**src/rtl/dm_port_arbiter.sv**
```systemverilog
// Two-requester round-robin arbiter in front of a single-port data memory (DM); primes a shadow of DM[0] after reset.
// Latency: grant is combinational in the request cycle; rvalid/rdata and write data to DM follow one cycle after the grant.
// Backpressure: a losing requester holds its request until granted; one access per cycle, reads and writes never stall each other.
module dm_port_arbiter #(
    parameter int DMA_SIZE = 17,
    parameter int DMD_SIZE = 16
) (
    input  logic                clk,
    input  logic                rst_n,
    input  logic                r0_req,
    input  logic                r0_RbW,
    input  logic [DMA_SIZE-1:0] r0_a,
    input  logic [DMD_SIZE-1:0] r0_wdata,
    input  logic                r1_req,
    input  logic                r1_RbW,
    input  logic [DMA_SIZE-1:0] r1_a,
    input  logic [DMD_SIZE-1:0] r1_wdata,
    output logic                r0_gnt,
    output logic                r1_gnt,
    output logic                r0_rvalid,
    output logic                r1_rvalid,
    output logic [DMD_SIZE-1:0] rdata,
    output logic                ps_dm_a_chipSelect,
    output logic                ps_dm_a_RbW,
    output logic [DMA_SIZE-1:0] ps_dm_a,
    output logic [DMD_SIZE-1:0] dmDataIn,
    input  logic [DMD_SIZE-1:0] dmDataOut,
    output logic                init_done
);

    localparam logic [1:0] S_INIT_RD   = 2'd0;
    localparam logic [1:0] S_INIT_WAIT = 2'd1;
    localparam logic [1:0] S_RUN       = 2'd2;

    logic [1:0]          state;
    logic                prio_r1;    // 1: r1 wins the next tie (r0 was granted last)
    logic [DMA_SIZE-1:0] a_q;        // last address driven to DM
    logic                rbw_q;      // last RbW driven to DM
    logic [DMD_SIZE-1:0] wdata_q;    // write data for the write issued last cycle
    logic                iss_q;      // an access was issued last cycle
    logic                iss_wr_q;   // the access issued last cycle was a write
    logic [DMD_SIZE-1:0] shadow_q;   // true contents of the last address driven
    logic                run;
    logic                init_rd;
    logic                any_gnt;
    logic [DMD_SIZE-1:0] win_wdata;

    assign run     = (state == S_RUN);
    assign init_rd = (state == S_INIT_RD);

    // Round-robin grant: a lone request wins outright, a tie goes to the side not granted last.
    assign r0_gnt  = run & r0_req & (~r1_req | ~prio_r1);
    assign r1_gnt  = run & r1_req & (~r0_req |  prio_r1);
    assign any_gnt = r0_gnt | r1_gnt;

    // The priming read happens in the first cycle after release; gating with rst_n
    // keeps the chip select quiet while reset is still asserted.
    assign ps_dm_a_chipSelect = (init_rd & rst_n) | any_gnt;

    // Drive the winner's command to DM; with no access the address/RbW hold their last values.
    always_comb begin
        ps_dm_a     = a_q;
        ps_dm_a_RbW = rbw_q;
        win_wdata   = r0_wdata;
        if (init_rd) begin
            ps_dm_a     = '0;
            ps_dm_a_RbW = 1'b0;
        end else if (r0_gnt) begin
            ps_dm_a     = r0_a;
            ps_dm_a_RbW = r0_RbW;
            win_wdata   = r0_wdata;
        end else if (r1_gnt) begin
            ps_dm_a     = r1_a;
            ps_dm_a_RbW = r1_RbW;
            win_wdata   = r1_wdata;
        end
    end

    // DM rewrites the last driven address every cycle, so dmDataIn must always carry its
    // true contents: fresh write data, the value just read, or the shadow copy when idle.
    always_comb begin
        if (iss_wr_q) begin
            dmDataIn = wdata_q;
        end else if (iss_q) begin
            dmDataIn = dmDataOut;
        end else begin
            dmDataIn = shadow_q;
        end
    end

    // Read return data is the DM output in the cycle after a read grant, zero otherwise.
    assign rdata     = (r0_rvalid | r1_rvalid) ? dmDataOut : '0;
    assign init_done = run;

    // Priming sequence: one read of address 0, one cycle to capture it, then run forever.
    always_ff @(posedge clk or negedge rst_n) begin
        if (!rst_n) begin
            state <= S_INIT_RD;
        end else begin
            case (state)
                S_INIT_RD:   state <= S_INIT_WAIT;
                S_INIT_WAIT: state <= S_RUN;
                S_RUN:       state <= S_RUN;
                default:     state <= S_INIT_RD;
            endcase
        end
    end

    // Round-robin pointer follows whichever requester was granted.
    always_ff @(posedge clk or negedge rst_n) begin
        if (!rst_n) begin
            prio_r1 <= 1'b0;
        end else if (r0_gnt) begin
            prio_r1 <= 1'b1;
        end else if (r1_gnt) begin
            prio_r1 <= 1'b0;
        end
    end

    // Remember the last command driven so the DM port holds steady while idle.
    always_ff @(posedge clk or negedge rst_n) begin
        if (!rst_n) begin
            a_q   <= '0;
            rbw_q <= 1'b0;
        end else if (ps_dm_a_chipSelect) begin
            a_q   <= ps_dm_a;
            rbw_q <= ps_dm_a_RbW;
        end
    end

    // Track what was issued last cycle and keep the shadow copy of the last address current.
    always_ff @(posedge clk or negedge rst_n) begin
        if (!rst_n) begin
            iss_q    <= 1'b0;
            iss_wr_q <= 1'b0;
            wdata_q  <= '0;
            shadow_q <= '0;
        end else begin
            iss_q    <= ps_dm_a_chipSelect;
            iss_wr_q <= any_gnt & ps_dm_a_RbW;
            if (any_gnt & ps_dm_a_RbW) begin
                wdata_q <= win_wdata;
            end
            shadow_q <= dmDataIn;
        end
    end

    // Read-valid flags mark the cycle in which each requester's read data is on rdata.
    always_ff @(posedge clk or negedge rst_n) begin
        if (!rst_n) begin
            r0_rvalid <= 1'b0;
            r1_rvalid <= 1'b0;
        end else begin
            r0_rvalid <= r0_gnt & ~r0_RbW;
            r1_rvalid <= r1_gnt & ~r1_RbW;
        end
    end

endmodule
```
**config.mk**
```make
export PLATFORM = sky130hd
export DESIGN_NAME = dm_port_arbiter
export DESIGN_NICKNAME = d
export VERILOG_FILES = /design/src/rtl/dm_port_arbiter.sv
export SDC_FILE = /design/constraint.sdc
export NUM_CORES = 1
export LEC_CHECK = 0
export BUFFER_PORTS_ARGS = -buffer_cell sky130_fd_sc_hd__buf_2
export CAP_MARGIN = 20
export CORE_UTILIZATION = 42
export CTS_BUF_LIST = sky130_fd_sc_hd__clkbuf_16
export DETAILED_ROUTE_END_ITERATION = 12
export PLACE_DENSITY = 0.75
export REMOVE_ABC_BUFFERS = 1
export SETUP_SLACK_MARGIN = 0.5
export SLEW_MARGIN = 15
export SYNTH_ARGS = -nofsm -noshare
export SYNTH_HDL_FRONTEND = slang
export SYNTH_SLANG_ARGS = --single-unit
```
**constraint.sdc**
```tcl
create_clock -name clk -period 2.1 [get_ports clk]
set_clock_uncertainty 0.05 [all_clocks]
set_input_delay 0.105 -clock clk [delete_from_list [all_inputs] [get_ports clk]]
set_output_delay 0.105 -clock clk [all_outputs]
set_load 0.02 [all_outputs]
```
# After elaboration in Yosys (flattened, before gate mapping)

Cells that the tools add are included.

Mux-type cells: 15
Equal/unequal tests: 2
Bitwise logic cells: 18
Reduce and logical (&&, ||, !) cells: 3

Operators by type and width:

| kind                                                 | number |
|---|---|
| two-way mux 16 bit                                   | 6 |
| two-way mux 17 bit                                   | 3 |
| bitwise AND 1 bit                                    | 8 |
| two-way mux 1 bit                                    | 5 |
| NOT 1 bit                                            | 5 |
| OR 1 bit                                             | 5 |
| one-hot mux 2 bit (2 select lines)                   | 1 |
| equality test 2 x 1 -> 1 bit (second input constant) | 1 |
| equality test 2 bit (second input constant)          | 1 |
| logical NOT 2 bit                                    | 1 |
| nonzero test 2 bit                                   | 1 |
| OR reduction 2 bit                                   | 1 |

Input port bits: 88
Word-level logic and storage cells: 48
Output and inout bits: 56
Register bits after elaboration: 57

# Longest topological paths before layout

Depth in word-level cells: 7
Depth in mapped cells: 8
Gate-level depth less buffers: 6

# Least setup slack after synthesis

OpenSTA, ideal clock, no wires.

Path type: reg2reg
Start point: register state[0]
End point: register wdata_q[1]
Path slack: -178 ps
Stages on the path, launching flop included: 8
Arrival time: 2103 ps
Period minus slack after synthesis: 2278 ps
Library setup time: 125 ps
Path buffers: 1
Path through: dfrtp_1 inv_1 ha_1 nand2_1 nor3_2 buf_2 mux2_2 mux2_2

Cells in the longest elaborated chain, start to end: 7
Elaborated cells on any way between the ends: 14

RTL lines:

| item                           | line | text |
|---|---|---|
| from (decl)                    | 35   | `logic [1:0] state;` |
| from (signal assigned)         | 98   | `state <= S_INIT_RD;` |
| from (signal assigned)         | 101  | `S_INIT_RD: state <= S_INIT_WAIT;` |
| from (signal assigned)         | 102  | `S_INIT_WAIT: state <= S_RUN;` |
| equality test 2 bit *          | 48   | `assign run = (state == S_RUN);` |
| via init_done                  | 28   | `output logic init_done` |
| bitwise AND 1 bit (2 in a row) | 53   | `assign r1_gnt = run & r1_req & (~r0_req \| prio_r1);` |
| two-way mux 1 bit              | 72   | `end else if (r1_gnt) begin` |
| two-way mux 1 bit              | 68   | `end else if (r0_gnt) begin` |
| two-way mux 1 bit              | 65   | `if (init_rd) begin` |
| bitwise AND 1 bit              | 141  | `if (any_gnt & ps_dm_a_RbW) begin` |
| to (signal assigned)           | 142  | `wdata_q <= win_wdata;` |
| to (decl)                      | 39   | `logic [DMD_SIZE-1:0] wdata_q;` |

The timed path passes the listed nets; every way through them passes the cells marked *.
A chain may end at the register's enable or synchronous reset.

# Worst setup path in the final report

Start point: register state[1]
End point: register wdata_q[7]

Cells in the longest elaborated chain, start to end: 7
Elaborated cells on any way between the ends: 14

RTL lines:

| item                           | line |
|---|---|
| equality test 2 bit            | 48 |
| bitwise AND 1 bit (2 in a row) | 53 |
| two-way mux 1 bit              | 72 |
| two-way mux 1 bit              | 68 |
| two-way mux 1 bit              | 65 |
| bitwise AND 1 bit              | 141 |

Several ways; a longest one is shown, not always the timed one.

==> flow_summary.ini <==
[place]
dpl.cell_count = 523
place.gp.congestion = 0.799
place_area_mm2 = 0.00391
hpwl_um = 5860
port_buffers = 143

[route]
via_per_inst = 5.20
drc_errors = 0
wl_per_cell_um = 16.7
drtIter0Drc = 83
drt-total-wl_um = 9600
ant_nets = 0
drt_pass1_iterations = 4
vias = 2987

[critical_path]
path_class = reg2reg
cpMaxStageDelayCell = dfrtp_1
cpPeakStageDelay_ns = 0.41
ff2ff_setup_slack_ns = 0.13
worstSetupPathDepth = 6
worstReg2RegEnd = wdata_q[7]$_DFFE_PN0P_
crit_buf_inv = 1
cp-end-kind = flop
crit_end = wdata_q[7]$_DFFE_PN0P_
r2r-start = state[1]$_DFF_PN0_
reg2reg_depth = 6
crit_start = state[1]$_DFF_PN0_
worstSetupStartpointType = flop
required_ns = 2.26
crit_chain = ha_4 -> and4b_1 -> a211oi_2 -> o2111a_2 -> clkbuf_16 -> mux2_4
path_delay_family = compound AO/OA/AOI/OAI gates
critPathArrivalTime_ns = 2.13
worstPathMaxFanout = 9

[timing]
period_needed_ns = 1.97
clock.fmax_mhz = 506
worst_pin_slew_ns = 0.679
finalHoldViolations = 0
relSlewSlack_pct = 54.7
finalSetupViolCount = 0
tns_ns = 0
rsz0062_at_grt = true
holdWs_ns = 0.0309
slew_violations = 0
fin_crit_sh_pct = 94.0

[final_layout]
nets = 564
nFillCells = 500
diodes = 0
areaGrowthSynthToFinish_pct = 67.5
final_area_mm2 = 0.00508
final_cells = 574
layout-drive-gt1-share_pct = 62.6

[synthesis]
ys_seq_area_share_pct = 47.1
yosys-top-cells-count = dfrtp_1 (57), nor2b_1 (34), mux2_2 (24)
synthTopCellsByArea = dfrtp_1 (47%), mux2_2 (8.9%), nor2b_1 (7.0%), mux2i_1 (5.3%), o32ai_1 (4.9%)
synthesis.yosys.warnings = 0
yosysMostFrequentCell = dfrtp_1
syn-cell-area_mm2 = 0.00303
ys_ff_latch = 57
syn_avg_cell_area_um2 = 10.5
async_flop_share_pct = 100
synth_flop_cell = dfrtp_1
synth.distinct_cells = 31
synth_edf_count = 0
netlist_instances = 289
synth.top_cell.area_share_pct = 47.1
synth_area_leader_cell = dfrtp_1

[min_path]
hold_path_class = in2reg

[clock_tree]
cts-root-buf = clkbuf_16
clockBufferDepth = 2
cts_tree = built
numCtsBuffers = 9
cts.clk_slew.worst_paths_ns = 0.05
cts_sinks = 57
clkLatencyLatePin_ns = 0.33
cts_htree_levels = 3

[floorplan]
start_util_pct = 44.1
die_width_um = 86.9
rows = 30
die_h_um = 86.9
io_pins = 144
core_mm2 = 0.00687
die-area_mm2 = 0.00756

[grt]
grt.overflow.total = 0
grt_use_total_pct = 25.1
grt_max_degree = 43
antenna_found_initial = 0
grt_pass1_vias = 2939
grt_pass1_wl_um = 14000

[power]
power_density_mw_per_mm2 = 837
p_leak_nw = 2.44
max-vdd-ir-drop_v = 0.000542

[run]
max_cap_viol_count = 0

[run_status]
status = completed
area by class of cell:
class	count	area [µm²]	share of cell area, %
multi-input cells	206	1840	36.2
clock inverters	7	85.1	1.68
clock buffers	9	225	4.44
well taps	96	120	2.37
repair buffers	194	1360	26.8
inverters	5	18.8	0.370
flip-flops and latches	57	1430	28.2
layer usage:
layer / up-vias / routed length (µm) / GRT usage, % / share of wire (%)
met4: 0 / 97 / 12.4 / 1.0
met1: 1455 / 3810 / 26.8 / 40
met2: 138 / 5110 / 46.7 / 53
li1: 1385 / - / - / -
met3: 9 / 584 / 5.31 / 6.1
met5: - / 0 / 0 / 0
state kept, by name (all words and copies together) (netlist names):
signal,flops
wdata_q,16
iss_wr_q,1
a_q,17
r1_rvalid,1
iss_q,1
prio_r1,1
state,2
rbw_q,1
r0_rvalid,1
shadow_q,16
report_power, final:
group	switching, mW	internal [mW]
registers	0.0972	1.30
clock network	0.492	1.02
logic	0.650	0.684
worst min-delay path by stage:
stage,startpoint,end,slack [ns],depth (start not counted)
floorplan,rst_n,a_q[0]$_DFFE_PN0P_,-0.24,0
global placement,rst_n,a_q[8]$_DFFE_PN0P_,0.002,1
detailed placement,rst_n,a_q[8]$_DFFE_PN0P_,0.005,1
CTS,r1_req,prio_r1$_DFFE_PN0P_,0.01,2
global route,r1_req,prio_r1$_DFFE_PN0P_,0.03,2
finish,r1_req,prio_r1$_DFFE_PN0P_,0.03,2
stage by stage:
| stage | power [mW] | util [%] | setup WS, ns |
|---|---|---|---|
| after floorplan | 1.99 | - | -0.761 |
| after global placement | 2.35 | 56.9 | 0.0563 |
| after detailed placement | 2.38 | 56.9 | -0.0545 |
| after CTS | 4.15 | 69.3 | 0.144 |
| after global routing | 4.43 | 73.9 | 0.0938 |
| final | 4.25 | 73.9 | 0.126 |
placed cells by master (no fill, tap or decap), types with 14 or more instances in the layout:
cell,count
and2_1,17
buf_2,108
buf_4,58
buf_6,14
dfrtp_1,54
mux2_2,24
mux2i_1,16
nand2_1,17
nor2b_1,27
o21ai_1,14
kinds of logic after synthesis:
kind of cell             Yosys count  share of synthesized area, %
AND/OR/NAND/NOR                   95                          16.6
AO/OA/AOI/OAI                     60                          13.0
flip-flops                        57                          47.1
multiplexers                      48                          18.2
buffers and inverters             26                          4.00
adder cells (fa/ha/maj)            3                          1.24
repair_timing:
action,4_1_cts,5_1_grt
setup endpoints to repair,73,88
endpoints found under the hold margin,17,0
setup buffers,15,8
gates resized for setup,107,60
hold buffers,4,0
pin swaps,16,18
gates cloned,6,2
Power figures use the tool's default switching activity.
